`config.mk`:
```
export PLATFORM = sky130hd
export DESIGN_NAME = controle_ula_seq
export DESIGN_NICKNAME = d
export VERILOG_FILES = /design/src/rtl/ctrl_pkg.sv /design/src/rtl/ula_op_decode.sv /design/src/rtl/controle_ula_seq.sv
export SDC_FILE = /design/constraint.sdc
export NUM_CORES = 1
export LEC_CHECK = 0
export ABC_AREA = 1
export CORE_MARGIN = 3
export CORE_UTILIZATION = 42
export DETAILED_ROUTE_END_ITERATION = 8
export PLACE_DENSITY = 0.79
export SYNTH_ARGS = -nofsm -noshare
export SYNTH_HDL_FRONTEND = slang
export SYNTH_SLANG_ARGS = --single-unit
```
`constraint.sdc`:
```
create_clock -name clock -period 3.35 [get_ports clock]
set_input_delay 0.67 -clock clock [delete_from_list [all_inputs] [get_ports clock]]
set_output_delay 0.67 -clock clock [all_outputs]
set_load 0.02 [all_outputs]
```
`src/rtl/ctrl_pkg.sv`:
```
// Shared encodings for the multicycle ALU control sequencer: states, opcodes,
// funct codes and the select/operation codes driven onto the datapath.
package ctrl_pkg;

    localparam logic [3:0] S_RST      = 4'd0;
    localparam logic [3:0] S_FETCH    = 4'd1;
    localparam logic [3:0] S_DECODE   = 4'd2;
    localparam logic [3:0] S_EXEC_R   = 4'd3;
    localparam logic [3:0] S_EXEC_I   = 4'd4;
    localparam logic [3:0] S_EXEC_LUI = 4'd5;
    localparam logic [3:0] S_WB_R     = 4'd6;
    localparam logic [3:0] S_WB_I     = 4'd7;
    localparam logic [3:0] S_MEM_ADDR = 4'd8;
    localparam logic [3:0] S_MEM_ACC  = 4'd9;
    localparam logic [3:0] S_WB_MEM   = 4'd10;
    localparam logic [3:0] S_EXEC_BR  = 4'd11;
    localparam logic [3:0] S_EXEC_J   = 4'd12;
    localparam logic [3:0] S_EXCECAO  = 4'd13;

    typedef enum logic [3:0] {
        ST_RST      = S_RST,
        ST_FETCH    = S_FETCH,
        ST_DECODE   = S_DECODE,
        ST_EXEC_R   = S_EXEC_R,
        ST_EXEC_I   = S_EXEC_I,
        ST_EXEC_LUI = S_EXEC_LUI,
        ST_WB_R     = S_WB_R,
        ST_WB_I     = S_WB_I,
        ST_MEM_ADDR = S_MEM_ADDR,
        ST_MEM_ACC  = S_MEM_ACC,
        ST_WB_MEM   = S_WB_MEM,
        ST_EXEC_BR  = S_EXEC_BR,
        ST_EXEC_J   = S_EXEC_J,
        ST_EXCECAO  = S_EXCECAO
    } state_t;

    localparam logic [5:0] OP_R    = 6'h00;
    localparam logic [5:0] OP_J    = 6'h02;
    localparam logic [5:0] OP_BEQ  = 6'h04;
    localparam logic [5:0] OP_BNE  = 6'h05;
    localparam logic [5:0] OP_ADDI = 6'h08;
    localparam logic [5:0] OP_LUI  = 6'h0F;
    localparam logic [5:0] OP_LW   = 6'h23;
    localparam logic [5:0] OP_SW   = 6'h2B;

    localparam logic [5:0] FN_ADD = 6'h20;
    localparam logic [5:0] FN_SUB = 6'h22;
    localparam logic [5:0] FN_AND = 6'h24;
    localparam logic [5:0] FN_OR  = 6'h25;

    localparam logic [2:0] M1_PC    = 3'b000;
    localparam logic [2:0] M1_EXT26 = 3'b010;
    localparam logic [2:0] M1_ZERO  = 3'b011;
    localparam logic [2:0] M1_A     = 3'b100;
    localparam logic [2:0] M1_MEM   = 3'b101;

    localparam logic [2:0] M2_B        = 3'b000;
    localparam logic [2:0] M2_CONST4   = 3'b001;
    localparam logic [2:0] M2_SEXT     = 3'b010;
    localparam logic [2:0] M2_SEXT_SH2 = 3'b011;
    localparam logic [2:0] M2_IMM_HI   = 3'b100;

    localparam logic [2:0] ULA_ADD = 3'b001;
    localparam logic [2:0] ULA_SUB = 3'b010;
    localparam logic [2:0] ULA_AND = 3'b011;
    localparam logic [2:0] ULA_OR  = 3'b100;

    localparam logic [1:0] PCS_ULA    = 2'b00;
    localparam logic [1:0] PCS_ULAOUT = 2'b01;
    localparam logic [1:0] PCS_JUMP   = 2'b10;

endpackage

```
`src/rtl/ula_op_decode.sv`:
```
// R-type funct decoder: maps Funct onto an ALU operation code and flags
// any funct the ALU cannot execute.
module ula_op_decode
    import ctrl_pkg::*;
(
    input  logic [5:0] i_funct,
    output logic [2:0] o_ula_op,
    output logic       o_ilegal
);

    always_comb begin
        o_ula_op = ULA_ADD;
        o_ilegal = 1'b0;
        case (i_funct)
            FN_ADD:  o_ula_op = ULA_ADD;
            FN_SUB:  o_ula_op = ULA_SUB;
            FN_AND:  o_ula_op = ULA_AND;
            FN_OR:   o_ula_op = ULA_OR;
            default: o_ilegal = 1'b1;
        endcase
    end

endmodule

```
`src/rtl/controle_ula_seq.sv`:
```
// Multicycle control FSM: sequences ALU operand selects, ALU op and datapath
// write enables through fetch/decode/execute/memory/writeback.
module controle_ula_seq
    import ctrl_pkg::*;
#(
    parameter int MEM_TIMEOUT = 15,
    parameter int CNT_W       = 4
) (
    input  logic       clock,
    input  logic       reset,
    input  logic [5:0] Opcode,
    input  logic [5:0] Funct,
    input  logic       Zero,
    input  logic       MemPronta,
    output logic [2:0] MuxULA1,
    output logic [2:0] MuxULA2,
    output logic [2:0] ULAOp,
    output logic       PCWrite,
    output logic       IRWrite,
    output logic       MemRead,
    output logic       MemWrite,
    output logic       RegWrite,
    output logic       ULAOutWrite,
    output logic [1:0] PCSource,
    output logic       RegDst,
    output logic       MemToReg,
    output logic       Excecao,
    output logic [3:0] Estado
);

    localparam logic [CNT_W-1:0] LP_TIMEOUT = CNT_W'(MEM_TIMEOUT);
    localparam logic [CNT_W-1:0] LP_MAX     = '1;

    state_t           r_estado;
    state_t           w_prox;
    logic [CNT_W-1:0] r_cnt;
    logic [CNT_W-1:0] w_cnt_prox;
    logic [CNT_W-1:0] w_cnt_inc;
    logic             w_timeout;
    logic [2:0]       w_funct_op;
    logic             w_funct_ilegal;

    ula_op_decode u_ula_op_decode (
        .i_funct  (Funct),
        .o_ula_op (w_funct_op),
        .o_ilegal (w_funct_ilegal)
    );

    // Saturating wait counter; timeout fires on the cycle it would reach the limit.
    assign w_cnt_inc = (r_cnt == LP_MAX) ? r_cnt : r_cnt + 1'b1;
    assign w_timeout = (w_cnt_inc >= LP_TIMEOUT);

    always_ff @(posedge clock) begin
        if (reset) begin
            r_estado <= ST_RST;
            r_cnt    <= '0;
        end else begin
            r_estado <= w_prox;
            r_cnt    <= w_cnt_prox;
        end
    end

    assign Estado = r_estado;

    always_comb begin
        w_prox      = r_estado;
        w_cnt_prox  = '0;
        MuxULA1     = M1_PC;
        MuxULA2     = M2_B;
        ULAOp       = ULA_ADD;
        PCSource    = PCS_ULA;
        PCWrite     = 1'b0;
        IRWrite     = 1'b0;
        MemRead     = 1'b0;
        MemWrite    = 1'b0;
        RegWrite    = 1'b0;
        ULAOutWrite = 1'b0;
        RegDst      = 1'b0;
        MemToReg    = 1'b0;
        Excecao     = 1'b0;

        case (r_estado)
            ST_RST: w_prox = ST_FETCH;

            ST_FETCH: begin
                MemRead = 1'b1;
                MuxULA1 = M1_PC;
                MuxULA2 = M2_CONST4;
                ULAOp   = ULA_ADD;
                if (MemPronta) begin
                    IRWrite = 1'b1;
                    PCWrite = 1'b1;
                    w_prox  = ST_DECODE;
                end else if (w_timeout) begin
                    w_prox = ST_EXCECAO;
                end else begin
                    w_cnt_prox = w_cnt_inc;
                end
            end

            ST_DECODE: begin
                MuxULA1     = M1_PC;
                MuxULA2     = M2_SEXT_SH2;
                ULAOutWrite = 1'b1;
                case (Opcode)
                    OP_R:           w_prox = ST_EXEC_R;
                    OP_ADDI:        w_prox = ST_EXEC_I;
                    OP_LUI:         w_prox = ST_EXEC_LUI;
                    OP_LW, OP_SW:   w_prox = ST_MEM_ADDR;
                    OP_BEQ, OP_BNE: w_prox = ST_EXEC_BR;
                    OP_J:           w_prox = ST_EXEC_J;
                    default:        w_prox = ST_EXCECAO;
                endcase
            end

            ST_EXEC_R: begin
                MuxULA1 = M1_A;
                MuxULA2 = M2_B;
                ULAOp   = w_funct_op;
                if (w_funct_ilegal) begin
                    w_prox = ST_EXCECAO;
                end else begin
                    ULAOutWrite = 1'b1;
                    w_prox      = ST_WB_R;
                end
            end

            ST_EXEC_I: begin
                MuxULA1     = M1_A;
                MuxULA2     = M2_SEXT;
                ULAOutWrite = 1'b1;
                w_prox      = ST_WB_I;
            end

            ST_EXEC_LUI: begin
                MuxULA1     = M1_ZERO;
                MuxULA2     = M2_IMM_HI;
                ULAOutWrite = 1'b1;
                w_prox      = ST_WB_I;
            end

            ST_WB_R: begin
                RegWrite = 1'b1;
                RegDst   = 1'b1;
                w_prox   = ST_FETCH;
            end

            ST_WB_I: begin
                RegWrite = 1'b1;
                w_prox   = ST_FETCH;
            end

            ST_MEM_ADDR: begin
                MuxULA1     = M1_A;
                MuxULA2     = M2_SEXT;
                ULAOutWrite = 1'b1;
                w_prox      = ST_MEM_ACC;
            end

            ST_MEM_ACC: begin
                MemRead  = (Opcode == OP_LW);
                MemWrite = (Opcode == OP_SW);
                if (MemPronta) begin
                    w_prox = (Opcode == OP_LW) ? ST_WB_MEM : ST_FETCH;
                end else if (w_timeout) begin
                    w_prox = ST_EXCECAO;
                end else begin
                    w_cnt_prox = w_cnt_inc;
                end
            end

            ST_WB_MEM: begin
                RegWrite = 1'b1;
                MemToReg = 1'b1;
                w_prox   = ST_FETCH;
            end

            ST_EXEC_BR: begin
                MuxULA1  = M1_A;
                MuxULA2  = M2_B;
                ULAOp    = ULA_SUB;
                PCSource = PCS_ULAOUT;
                PCWrite  = (Opcode == OP_BEQ) ? Zero : ~Zero;
                w_prox   = ST_FETCH;
            end

            ST_EXEC_J: begin
                PCWrite  = 1'b1;
                PCSource = PCS_JUMP;
                w_prox   = ST_FETCH;
            end

            ST_EXCECAO: Excecao = 1'b1;

            default: w_prox = ST_RST;
        endcase

        // A reset cycle must never leak a write enable from whatever state it interrupts.
        if (reset) begin
            MuxULA1     = M1_PC;
            MuxULA2     = M2_B;
            ULAOp       = ULA_ADD;
            PCSource    = PCS_ULA;
            PCWrite     = 1'b0;
            IRWrite     = 1'b0;
            MemRead     = 1'b0;
            MemWrite    = 1'b0;
            RegWrite    = 1'b0;
            ULAOutWrite = 1'b0;
            RegDst      = 1'b0;
            MemToReg    = 1'b0;
            Excecao     = 1'b0;
        end
    end

endmodule

```
Word level (Yosys, flattened, before mapping)
Cells that the tools add are included.
{"block": "classes", "muxes": 38, "addsub": 1, "n_reduce_logical": 13, "magnitude_cmp": 1, "n_bitwise": 2, "n_eq_ne": 25}
{"op": "6-bit == test (second input constant)", "count": 6}
{"op": "4-bit one-hot mux with 8 select lines", "count": 1}
{"op": "4-bit == test (second input constant)", "count": 7}
{"op": "4-bit two-way mux", "count": 6}
{"op": "4-bit one-hot mux with 6 select lines", "count": 1}
{"op": "1-bit two-way mux", "count": 18}
{"op": "4-bit by 3-bit == test with 1-bit output (second input constant)", "count": 4}
{"op": "4-bit OR reduction", "count": 4}
{"op": "6-bit by 3-bit == test with 1-bit output (second input constant)", "count": 2}
{"op": "6-bit by 4-bit == test with 1-bit output (second input constant)", "count": 2}
{"op": "3-bit one-hot mux with 2 select lines", "count": 2}
{"op": "3-bit one-hot mux with 4 select lines", "count": 1}
{"op": "2-bit OR reduction", "count": 5}
{"op": "3-bit two-way mux", "count": 3}
{"op": "3-bit one-hot mux with 3 select lines", "count": 1}
{"op": "4-bit by 2-bit == test with 1-bit output (second input constant)", "count": 2}
{"op": "6-bit by 2-bit == test with 1-bit output (second input constant)", "count": 1}
{"op": "6-bit zero test", "count": 1}
{"op": "6-bit OR reduction", "count": 1}
{"op": "4-bit by 1-bit adder with 4-bit output (second input constant)", "count": 1}
{"op": "4-bit by 1-bit == test with 1-bit output (second input constant)", "count": 1}
{"op": "4-bit >= comparator (second input constant)", "count": 1}
{"op": "4-bit zero test", "count": 1}
{"op": "1-bit one-hot mux with 2 select lines", "count": 2}
{"op": "other kinds (5)", "count": 6}
{"block": "totals", "elab_cells": 82, "regBits": 8}

Logic depth before layout (Yosys ltp)
Gate-level depths: netlist (run 1).
{"block": "logic_depth", "depth_word": 6, "ltp_mapped": 11, "depth_no_buf": 11}

By module
A second synthesis (run 1) with hierarchy kept.
{"block": "hier_totals", "hier_cells": 207, "area_unflattened_um2": 1024.7}
{"mod": "controle_ula_seq", "area_per_inst_um2": 933.4, "n_inst": 1, "cells_each": 185}
{"mod": "ula_op_decode", "area_per_inst_um2": 91.3, "n_inst": 1, "cells_each": 22}

Worst setup path before layout (run 1)
OpenSTA, ideal clock, no wires.
{"block": "synth_timing", "path_type": "input to output", "startpoint": "in reset", "endpoint": "out MuxULA1[1]", "path_slack_ns": 0.945, "arrival_ns": 1.735, "cell_stages": 3, "path_cell_list": "clkbuf_1 > nor3_1 > buf_4"}
{"block": "synth_between", "elab_chain_len": 1}
{"element": "from (decl)", "line": "controle_ula_seq.sv:10", "text": "input logic reset,"}
{"element": "3-bit two-way mux", "line": "controle_ula_seq.sv:199", "text": "if (reset) begin"}
{"element": "to (decl)", "line": "controle_ula_seq.sv:15", "text": "output logic [2:0] MuxULA1,"}
No other way between the ends.

Worst setup path in the final report (run 1)
{"block": "layout_timing", "startpoint": "in Funct[5]", "endpoint": "out ULAOp[0]"}
{"block": "layout_between", "elab_chain_len": 4, "word_cells_on_any_way": 6}
{"element": "from (decl)", "line": "controle_ula_seq.sv:12", "text": "input logic [5:0] Funct,"}
{"element": "6-bit == test", "line": "ula_op_decode.sv:14", "text": "case (i_funct)"}
{"element": "3-bit one-hot mux with 3 select lines (*)", "line": "ula_op_decode.sv:14"}
{"element": "3-bit one-hot mux with 2 select lines (*)", "line": "controle_ula_seq.sv:82", "text": "case (r_estado)"}
{"element": "3-bit two-way mux (*)", "line": "controle_ula_seq.sv:199"}
{"element": "to (decl)", "line": "controle_ula_seq.sv:17", "text": "output logic [2:0] ULAOp,"}
Mark *: on every way between the ends. The rest lies on a longest branch, timed or not.

==> results of run 1 <==
## power by group
group | switching (W) | internal (W)
logic | 0.000321 | 0.000222
clock network | 0.0000330 | 0.0000410
registers | 0.0000579 | 0.000121
total | 0.000412 | 0.000384
## per-stage QoR
stage | hold slack, ns | std cells | utilization | area (um2) | total power (W)
6_report | 0.564 | 250 | 0.678 | 1400 | 0.000796
5_1_grt | 0.592 | 250 | 0.678 | 1400 | 0.000861
4_1_cts | 0.564 | 250 | 0.677 | 1400 | 0.000793
3_5_place_dp | 0.556 | 247 | 0.666 | 1370 | 0.000716
3_3_place_gp | 0.543 | 247 | 0.666 | 1370 | 0.000713
2_1_floorplan | 0.515 | 184 | - | 968 | 0.000521
## metal layers
layer,vias to the layer above,track usage
li1,664,-
met1,556,0.250
met3,2,0.0249
met2,42,0.323
met4,0,0.0664
met5,-,0
## path summary, 6_finish.rpt
| path | cells past startpoint | end | slack [ns] |
|---|---|---|---|
| setup / recovery | 7 | ULAOp[0] | 0.09 |
| hold / removal | 2 | r_cnt[2] | 0.56 |
| setup reg to reg | 10 | Estado[3] | 1.84 |
| hold reg to reg | 2 | r_cnt[2] | 0.56 |
## registers in the layout, indices dropped and copies added, names as in the netlist
| register | flops |
|---|---|
| r_cnt | 4 |
| Estado | 4 |
## layout make-up
| type | count | area [um2] |
|---|---|---|
| multi-input cells | 138 | 654 |
| clock buffers | 3 | 22.5 |
| flip-flops and latches | 8 | 160 |
| fillers | 182 | 663 |
| repair buffers | 40 | 400 |
| inverters | 34 | 128 |
| well taps | 27 | 33.8 |
## worst max-delay path: cells and delay by family
kind	cells	cell delay, ns
buf+inv	3	1.11
simple gates	3	0.59
compound gates	1	0.20
## Yosys cell counts
cell type	n
nand2_1	46
nor2_1	34
inv_1	30
nand3_1	14
o21ai_0	9
dfxtp_1	8
a21oi_1	6
nand4_1	5
buf_4	3
inv_2	3
nor2_2	3
a41oi_1	2
nor3_1	2
nor4_1	2
o21ai_1	2
a21oi_2	1
a31oi_1	1
and3_1	1
clkbuf_1	1
clkinv_1	1
ha_1	1
nand2_2	1
nand2_4	1
nand3_2	1
nand3b_1	1
nor2_4	1
o211ai_1	1
or2_1	1
or2_2	1
xnor2_1	1
## what timing repair did
action / 4_1_cts / 5_1_grt
endpoints found under the setup margin: 0 / 1
endpoints found under the hold margin: 0 / 0
gates resized for setup: 0 / 1
## logic make-up after synthesis
kind of cell	Yosys count
fa+ha+maj	1
compound gates	22
xor+xnor	1
flops	8
simple gates	114
buf+inv	38
==> summary.txt, run 1 <==
status: finished, final reports clean
worst-path cell chain: clkdlybuf4s50_1 -> inv_1 -> nor2_1 -> nand4_1 -> or2_1 -> a41oi_1 -> clkdlybuf4s50_1
Synth Area in XOR/XNOR: 0.00904
Worst-Skew Late Latency: 0.25 ns
Lkg Pwr: 0.675 nW
Peak Freq: 0.307 GHz
startpoint types: primary input
gpl congestion: 0.917
grt ovf: 0
Final min period: 3.26 ns
mux contribution to synthesized area: 0
maximum fanout along the worst path: 5
Yosys top cell area share: 0.178
most common cell after layout, fill and taps aside: nand2_1
die height: 54.0 um
Crit path required time: 2.68 ns
die area: 2920 um2
Via density: 5.06
nets: 242
adder-cell share of the synthesized area: 0.0129
Syn-to-layout area delta: 44.4%
Arr. time, crit path: 2.59 ns
area leader, netlist: nand2_1
Inserted Diodes: 0
top sig layer: met4
# rows: 16
CTS root buf: clkbuf_4
PwrDens: 569 nW/um2
cts hold-fix bufs: 0
H-tree depth: 1
Final setup violation count: 0
clk buf depth: 2
Final Cycle Share: 0.972
Synth Area in Compound Gates: 0.129
Hold Vio Cnt, Final: 0
CP max stage delay: 0.63 ns
Slowest-stage cell, CP: clkdlybuf4s50_1
top cells by area, synth: nand2_1 18%, dfxtp_1 17%, nor2_1 13%, inv_1 12%, nand3_1 7.2%
Seq cells post-synth: 8
Cells after Synth: 184
Synth cell types: 30
CP Class: primary input to primary output
WL met1: 1210 um
core area: 2060 um2
WL per Instance: 10.6 um
largest net degree at the start of global routing: 12
Top Ports: 40
Seq/Total Area, Yosys: 0.165
Avg Inst Size Synth: 5.26 um2
most frequent cells in the layout: 46 x nand2_1, 38 x clkdlybuf4s50_1, 34 x nor2_1
postcts setup bufs: 0
Syn Nets: 201
IO buf count: 39
drt drc: 0
final setup margin: 0.0944 ns
ANT nets after route: 0
YS warnings: 0
DIE WIDTH: 54.0 um
Slew Viols, Final: 0
Reg2Reg Launch Point: r_cnt[0]
RSZ-0062 raised after global routing: no
WL met2: 1260 um
initial antenna violation count: 0
crit path launch: Funct[5]
final wirelength: 2650 um
clock net sink count: 8
Initial Utilization: 0.470
total CTS buffers: 3
Slew headroom: 0.750
simple-gate share of the synthesized area: 0.525
CTS tree: done
pre-CTS WS: 0.0711 ns
Top cell by count, worst path: clkdlybuf4s50_1
Max IR drop VDD: 0.392 mV
GRT Util Overall: 0.192
Setup Skew: 0.0104 ns
first-pass GRT wire length: 4240 um
vias in the first global route: 1,056
crit end category: primary output
via count: 1,264
maxcap violations: 0
DR iter-0 viols: 32
hold_sp: r_cnt[3]
Reg clk slew, reported paths: 0.05 ns
share of layout cells above drive strength 1: 0.0717
Synth Cell Area: 968 um2
total iterations of the first detailed-routing run: 4
Post-DP HPWL: 2170 um
Worst-Margin Slew: 0.374 ns
min-delay worst type: flop to flop
combinational family with the most area after synthesis: simple AND/OR/NAND/NOR gates
DR WL met3: 163 um
setup TNS: 0 ns
Note: power is estimated with default switching activity, not from simulation.
==> run 2, diff against run 1 <==
--- a/config.mk
+++ b/config.mk
@@ -10,6 +10,8 @@
 export CORE_UTILIZATION = 42
 export DETAILED_ROUTE_END_ITERATION = 8
 export PLACE_DENSITY = 0.79
+export SETUP_SLACK_MARGIN = 0.5
+export SKIP_LAST_GASP = 1
 export SYNTH_ARGS = -nofsm -noshare
 export SYNTH_HDL_FRONTEND = slang
 export SYNTH_SLANG_ARGS = --single-unit
==> run 2 against run 1 <==
Sequential share of layout area about the same. Clock-buffer cell count unchanged. Final cell count up 0.80%. Power down 2.3%. Sequential power about the same. Via count up 2.1%. Maximum frequency up 15%. Die area unchanged. Critical endpoint is now ULAOp[1]. Flip-flop and latch count unchanged. Final area down 0.18%.
==> summary.txt, run 2 (synthesis gave the netlist of run 1 again) <==
core area: 2060 um2 (unchanged)
Final Cycle Share: 0.842 (was 0.972)
Peak Freq: 0.354 GHz (was 0.307 GHz)
Fill cells: 194 (was 182)
Worst-Skew Late Latency: 0.25 ns (about the same)
Hold Crit Endpoint: r_cnt[2] (unchanged)
crit end category: primary output (unchanged)
maximum fanout along the worst path: 2 (was 5)
DIE WIDTH: 54.0 um (unchanged)
Reg clk slew, reported paths: 0.05 ns (about the same)
setup TNS: 0 ns (unchanged)
die area: 2920 um2 (unchanged)
gpl congestion: 0.917 (unchanged)
clock net sink count: 8 (unchanged)
# rows: 16 (unchanged)
Hold Vio Cnt, Final: 0 (unchanged)
min-delay worst type: flop to flop (unchanged)
H-tree depth: 1 (unchanged)
Worst-Margin Slew: 0.377 ns (was 0.374 ns)
share of layout cells above drive strength 1: 0.111 (was 0.0717)
Max IR drop VDD: 0.370 mV (was 0.392 mV)
die height: 54.0 um (unchanged)
Initial Utilization: 0.470 (unchanged)
DR iter-0 viols: 41 (was 32)
drt drc: 0 (unchanged)
grt ovf: 0 (unchanged)
total CTS buffers: 3 (unchanged)
multi-input logic area: 659 um2 (was 654 um2)
register area: 160 um2 (unchanged)
most common cell after layout, fill and taps aside: nand2_1 (unchanged)
total iterations of the first detailed-routing run: 4 (unchanged)
CP Class: primary input to primary output (unchanged)
Lkg Pwr: 0.785 nW (was 0.675 nW)
ANT nets after route: 0 (unchanged)
placed inst area: 1370 um2 (unchanged)
Inserted Diodes: 0 (unchanged)
vias in the first global route: 1,061 (was 1,056)
Post-DP HPWL: 2170 um (unchanged)
CTS tree: done (unchanged)
Via density: 5.12 (was 5.06)
Slew headroom: 0.748 (was 0.750)
RSZ-0062 raised after global routing: yes (was no)
Worst R2R Path Depth: 10 (unchanged)
hold_sp: r_cnt[3] (unchanged)
maxcap violations: 0 (unchanged)
Arr. time, crit path: 2.15 ns (was 2.59 ns)
IO buf count: 39 (unchanged)
status: finished, final reports clean (unchanged)
post-route cell area: 1400 um2 (about the same)
Setup Skew: 0.00940 ns (was 0.0104 ns)
Crit path required time: 2.68 ns (about the same)
GRT Util Overall: 0.193 (was 0.192)
WL per Instance: 10.7 um (was 10.6 um)
final wirelength: 2700 um (was 2650 um)
hold depth: 2 (unchanged)
initial antenna violation count: 0 (unchanged)
crit path launch: Funct[5] (unchanged)
r2r endpoint: Estado[3] (unchanged)
first-pass GRT wire length: 4260 um (was 4240 um)
PwrDens: 557 nW/um2 (was 569 nW/um2)
R2R Setup Slk: 1.84 ns (about the same)
CTS root buf: clkbuf_4 (unchanged)
Top Ports: 40 (unchanged)
nets: 244 (was 242)
via count: 1,290 (was 1,264)
Reg2Reg Launch Point: r_cnt[0] (unchanged)
largest net degree at the start of global routing: 12 (unchanged)
Final setup violation count: 0 (unchanged)
clk buf depth: 2 (unchanged)
Final min period: 2.82 ns (was 3.26 ns)
startpoint types: primary input (unchanged)
most frequent cells in the layout: 46 x nand2_1, 34 x nor2_1, 30 x inv_1 (was 46 x nand2_1, 38 x clkdlybuf4s50_1, 34 x nor2_1)
Slew Viols, Final: 0 (unchanged)
Syn-to-layout area delta: 44.2% (was 44.4%)
run 2: cell types whose count changed in the layout (fill, tap and decap cells not counted), sizes merged:
cell	delta
dlygate4sd2	+5
dlymetal6s2s	+4
buf	+4
clkdlybuf4s50	-15
clkbuf	+4
run 2: metrics by stage:
step / hold WS, ns / worst slack [ns] / cells / total power (W) / util
after floorplan: 0.515 / 0.945 / 184 / 0.000521 / -
final: 0.567 / 0.528 / 252 / 0.000777 / 0.677
after global placement: 0.543 / 0.116 / 247 / 0.000713 / 0.666
after detailed placement: 0.556 / 0.0711 / 247 / 0.000716 / 0.666
after global routing: 0.592 / 0.457 / 252 / 0.000842 / 0.677
after CTS: 0.564 / 0.363 / 251 / 0.000775 / 0.674
run 2: power breakdown:
group          internal [W]  switching (W)  total [W]
Clock             0.0000410      0.0000329  0.0000739
Combinational      0.000204       0.000320   0.000524
Sequential         0.000121      0.0000579   0.000179
run 2: worst max-delay path, cell delays in order:
cell	delay, ns
clkdlybuf4s50_1	0.45
inv_1	0.03
nor2_1	0.13
nand4_1	0.14
or2_2	0.31
a21oi_1	0.12
o21ai_0	0.08
inv_1	0.06
clkbuf_2	0.16
run 2: final cells by class:
| type | count | area share |
|---|---|---|
| Clock buffer | 3 | 0.0161 |
| Inverter | 34 | 0.0923 |
| Multi-Input combinational cell | 138 | 0.472 |
| Sequential cell | 8 | 0.115 |
| Tap cell | 27 | 0.0242 |
| Timing Repair Buffer | 42 | 0.280 |
run 2: per-layer routing:
layer	vias to the layer above	global-route usage	wire length, um
li1	667	-	-
met1	564	0.248	1200
met2	53	0.329	1270
met3	6	0.0249	202
met4	0	0.0664	23
met5	-	0	0
run 2: worst max-delay path by stage:
stage	end	slack (ns)	cells after the start
after floorplan	MuxULA1[1]	0.94	3
after global placement	ULAOp[1]	0.12	9
after detailed placement	ULAOp[1]	0.07	9
after CTS	ULAOp[1]	0.36	9
after global routing	ULAOp[1]	0.46	9
final	ULAOp[1]	0.53	9
run 2: what timing repair did:
action / 4_1_cts / 5_1_grt
hold buffers: 0 / 0
pin swaps: 1 / 1
resized for setup: 19 / 18
endpoints found under the setup margin: 17 / 11
buffers inserted: 1 / 1
==> run 3, diff against run 2 <==
==> constraint.sdc (replaced) <==
create_clock -name clock -period 2.9 [get_ports clock]
set_input_delay 0.58 -clock clock [delete_from_list [all_inputs] [get_ports clock]]
set_output_delay 0.58 -clock clock [all_outputs]
set_load 0.02 [all_outputs]
==> run 3 against run 2 <==
Clock skew fell by 0.0040 ns. Global-route usage rose by 0.42 points. Critical path depth did not move. Final area rose by 8.1%. Register-to-register slack got worse by 0.48 ns. Die area did not move. Critical path type unchanged. Largest power group unchanged.
==> summary.txt, run 3 (synthesis gave the netlist of run 1 again) <==
via count: 1,328 (was 1,290)
WL per Instance: 11.8 um (was 10.7 um)
met2 GRT Util: 0.387 (was 0.329)
Top cell by count, worst path: inv_1 (unchanged)
CTS root buf: clkbuf_4 (unchanged)
pre-CTS WS: -0.160 ns (was 0.0711 ns)
GRT Util Overall: 0.197 (was 0.193)
share of layout cells above drive strength 1: 0.202 (was 0.111)
CP bufs+invs: 4 (unchanged)
Max IR drop VDD: 0.366 mV (was 0.370 mV)
DIE WIDTH: 54.0 um (unchanged)
die area: 2920 um2 (unchanged)
Worst-Margin Slew: 0.339 ns (was 0.377 ns)
Slew headroom: 0.774 (was 0.748)
vias in the first global route: 1,127 (was 1,061)
CP Class: primary input to primary output (unchanged)
clk buf depth: 2 (unchanged)
Top Family by Delay on Critical Path: simple AND/OR/NAND/NOR gates (was buffers and inverters)
maxcap violations: 0 (unchanged)
ANT nets after route: 0 (unchanged)
RSZ-0062 raised after global routing: no (was yes)
Lkg Pwr: 0.871 nW (was 0.785 nW)
# rows: 16 (unchanged)
total CTS buffers: 3 (unchanged)
hold_sp: r_cnt[3] (unchanged)
worst-path cell chain: dlygate4sd2_1 -> inv_1 -> nor2_2 -> nand4_1 -> or2_4 -> a21oi_2 -> o21ai_1 -> inv_1 -> buf_6 (was clkdlybuf4s50_1 -> inv_1 -> nor2_1 -> nand4_1 -> or2_2 -> a21oi_1 -> o21ai_0 -> inv_1 -> clkbuf_2)
final setup margin: 0.591 ns (was 0.528 ns)
grt ovf: 0 (unchanged)
global route hottest layer: met2 (unchanged)
DR iter-0 viols: 35 (was 41)
Via density: 5.11 (was 5.12)
Worst-Skew Late Latency: 0.24 ns (was 0.25 ns)
first-pass GRT wire length: 4490 um (was 4260 um)
Inserted Diodes: 0 (unchanged)
H-tree depth: 1 (unchanged)
Peak Freq: 0.433 GHz
Setup Skew: 0.00541 ns (was 0.00940 ns)
crit path launch: Funct[5] (unchanged)
post-route cell area: 1510 um2 (was 1400 um2)
final wirelength: 3060 um (was 2700 um)
IO buf count: 39 (unchanged)
Hold Vio Cnt, Final: 0 (unchanged)
total power: 0.000915 W (was 0.000777 W)
initial antenna violation count: 0 (unchanged)
Syn-to-layout area delta: 55.8% (was 44.2%)
Arr. time, crit path: 1.73 ns (was 2.15 ns)
most frequent cells in the layout: 46 x nand2_1, 31 x nor2_1, 29 x inv_1 (was 46 x nand2_1, 34 x nor2_1, 30 x inv_1)
met3 Use GR: 0.0249 (unchanged)
Final min period: 2.31 ns
CTS tree: done (unchanged)
core area: 2060 um2 (unchanged)
Slowest-stage cell, CP: or2_4 (was clkdlybuf4s50_1)
drt drc: 0 (unchanged)
total iterations of the first detailed-routing run: 5 (was 4)
startpoint types: primary input (unchanged)
Reg2Reg Launch Point: r_cnt[0] (unchanged)
die height: 54.0 um (unchanged)
Layout Cells excl Fill: 260 (was 252)
met1 Use GR: 0.227 (was 0.248)
cts hold-fix bufs: 0 (unchanged)
crit end category: primary output (unchanged)
gpl congestion: 0.934 (was 0.917)
Crit path required time: 2.32 ns (was 2.68 ns)
most common cell after layout, fill and taps aside: nand2_1 (unchanged)
Post-DP HPWL: 2380 um (was 2170 um)
largest net degree at the start of global routing: 12 (unchanged)
placed cells: 255 (was 247)
Reg clk slew, reported paths: 0.05 ns (about the same)
CP max stage delay: 0.28 ns (was 0.45 ns)
Final Cycle Share: 0.796
nets: 252 (was 244)
maximum fanout along the worst path: 2 (unchanged)
Final setup violation count: 0 (unchanged)
status: finished, final reports clean (unchanged)
min-delay worst type: flop to flop (unchanged)
clock net sink count: 8 (unchanged)
PwrDens: 606 nW/um2 (was 557 nW/um2)
Initial Utilization: 0.470 (unchanged)
Slew Viols, Final: 0 (unchanged)
final core occ: 0.732 (was 0.677)
placed inst area: 1430 um2 (was 1370 um2)
Top Ports: 40 (unchanged)
[run 3: cell count changes in the layout (fill, tap and decap cells not counted), sizes merged]
cell,before,now
clkdlybuf4s50,23,6
clkbuf,7,3
dlymetal6s2s,5,12
dlygate4sd2,5,9
buf,5,18
clkdlybuf4s15,0,5
[run 3: tightest hold or removal path: stages (launching register included)]
cell	delay, ns
dfxtp_1	0.34
nand3_2	0.11
a21oi_1	0.07
[run 3: final timing paths]
kind                                  end  slack [ns]  cells past startpoint
worst max-delay path             ULAOp[1]        0.59                      9
worst min-delay path             r_cnt[2]        0.57                      2
worst max register to register  Estado[3]        1.36                     10
worst min register to register   r_cnt[2]        0.57                      2
[run 3: layout make-up]
class / count / area (um2)
inverters: 34 / 129
flip-flops and latches: 8 / 163
multi-input cells: 138 / 686
clock buffers: 3 / 22.5
fillers: 206 / 553
repair buffers: 50 / 475
well taps: 27 / 33.8
[run 3: per-layer routing]
metal	up-vias	wire length (um)
li1	680	-
met2	57	1540
met5	-	0
met4	0	38
met1	585	1260
met3	6	232
[run 3: stage by stage]
step / hold slack (ns) / TNS [ns]
4_1_cts: 0.561 / 0
5_1_grt: 0.601 / 0
2_1_floorplan: 0.515 / 0
3_5_place_dp: 0.553 / -0.247
3_3_place_gp: 0.541 / -0.156
6_report: 0.567 / 0
[run 3: report_power, final]
part	switching (W)	total, W	internal (W)	leakage [nW]
Combinational	0.000387	0.000622	0.000235	0.791
Sequential	0.0000688	0.000212	0.000144	0.0660
Clock	0.0000334	0.0000805	0.0000471	0.0138
Total	0.000490	0.000915	0.000425	0.871
[run 3: timing repair]
item,4_1_cts,5_1_grt
setup buffers,1,1
gates resized for setup,64,25
setup endpoints to repair,20,13
pin swaps,4,8
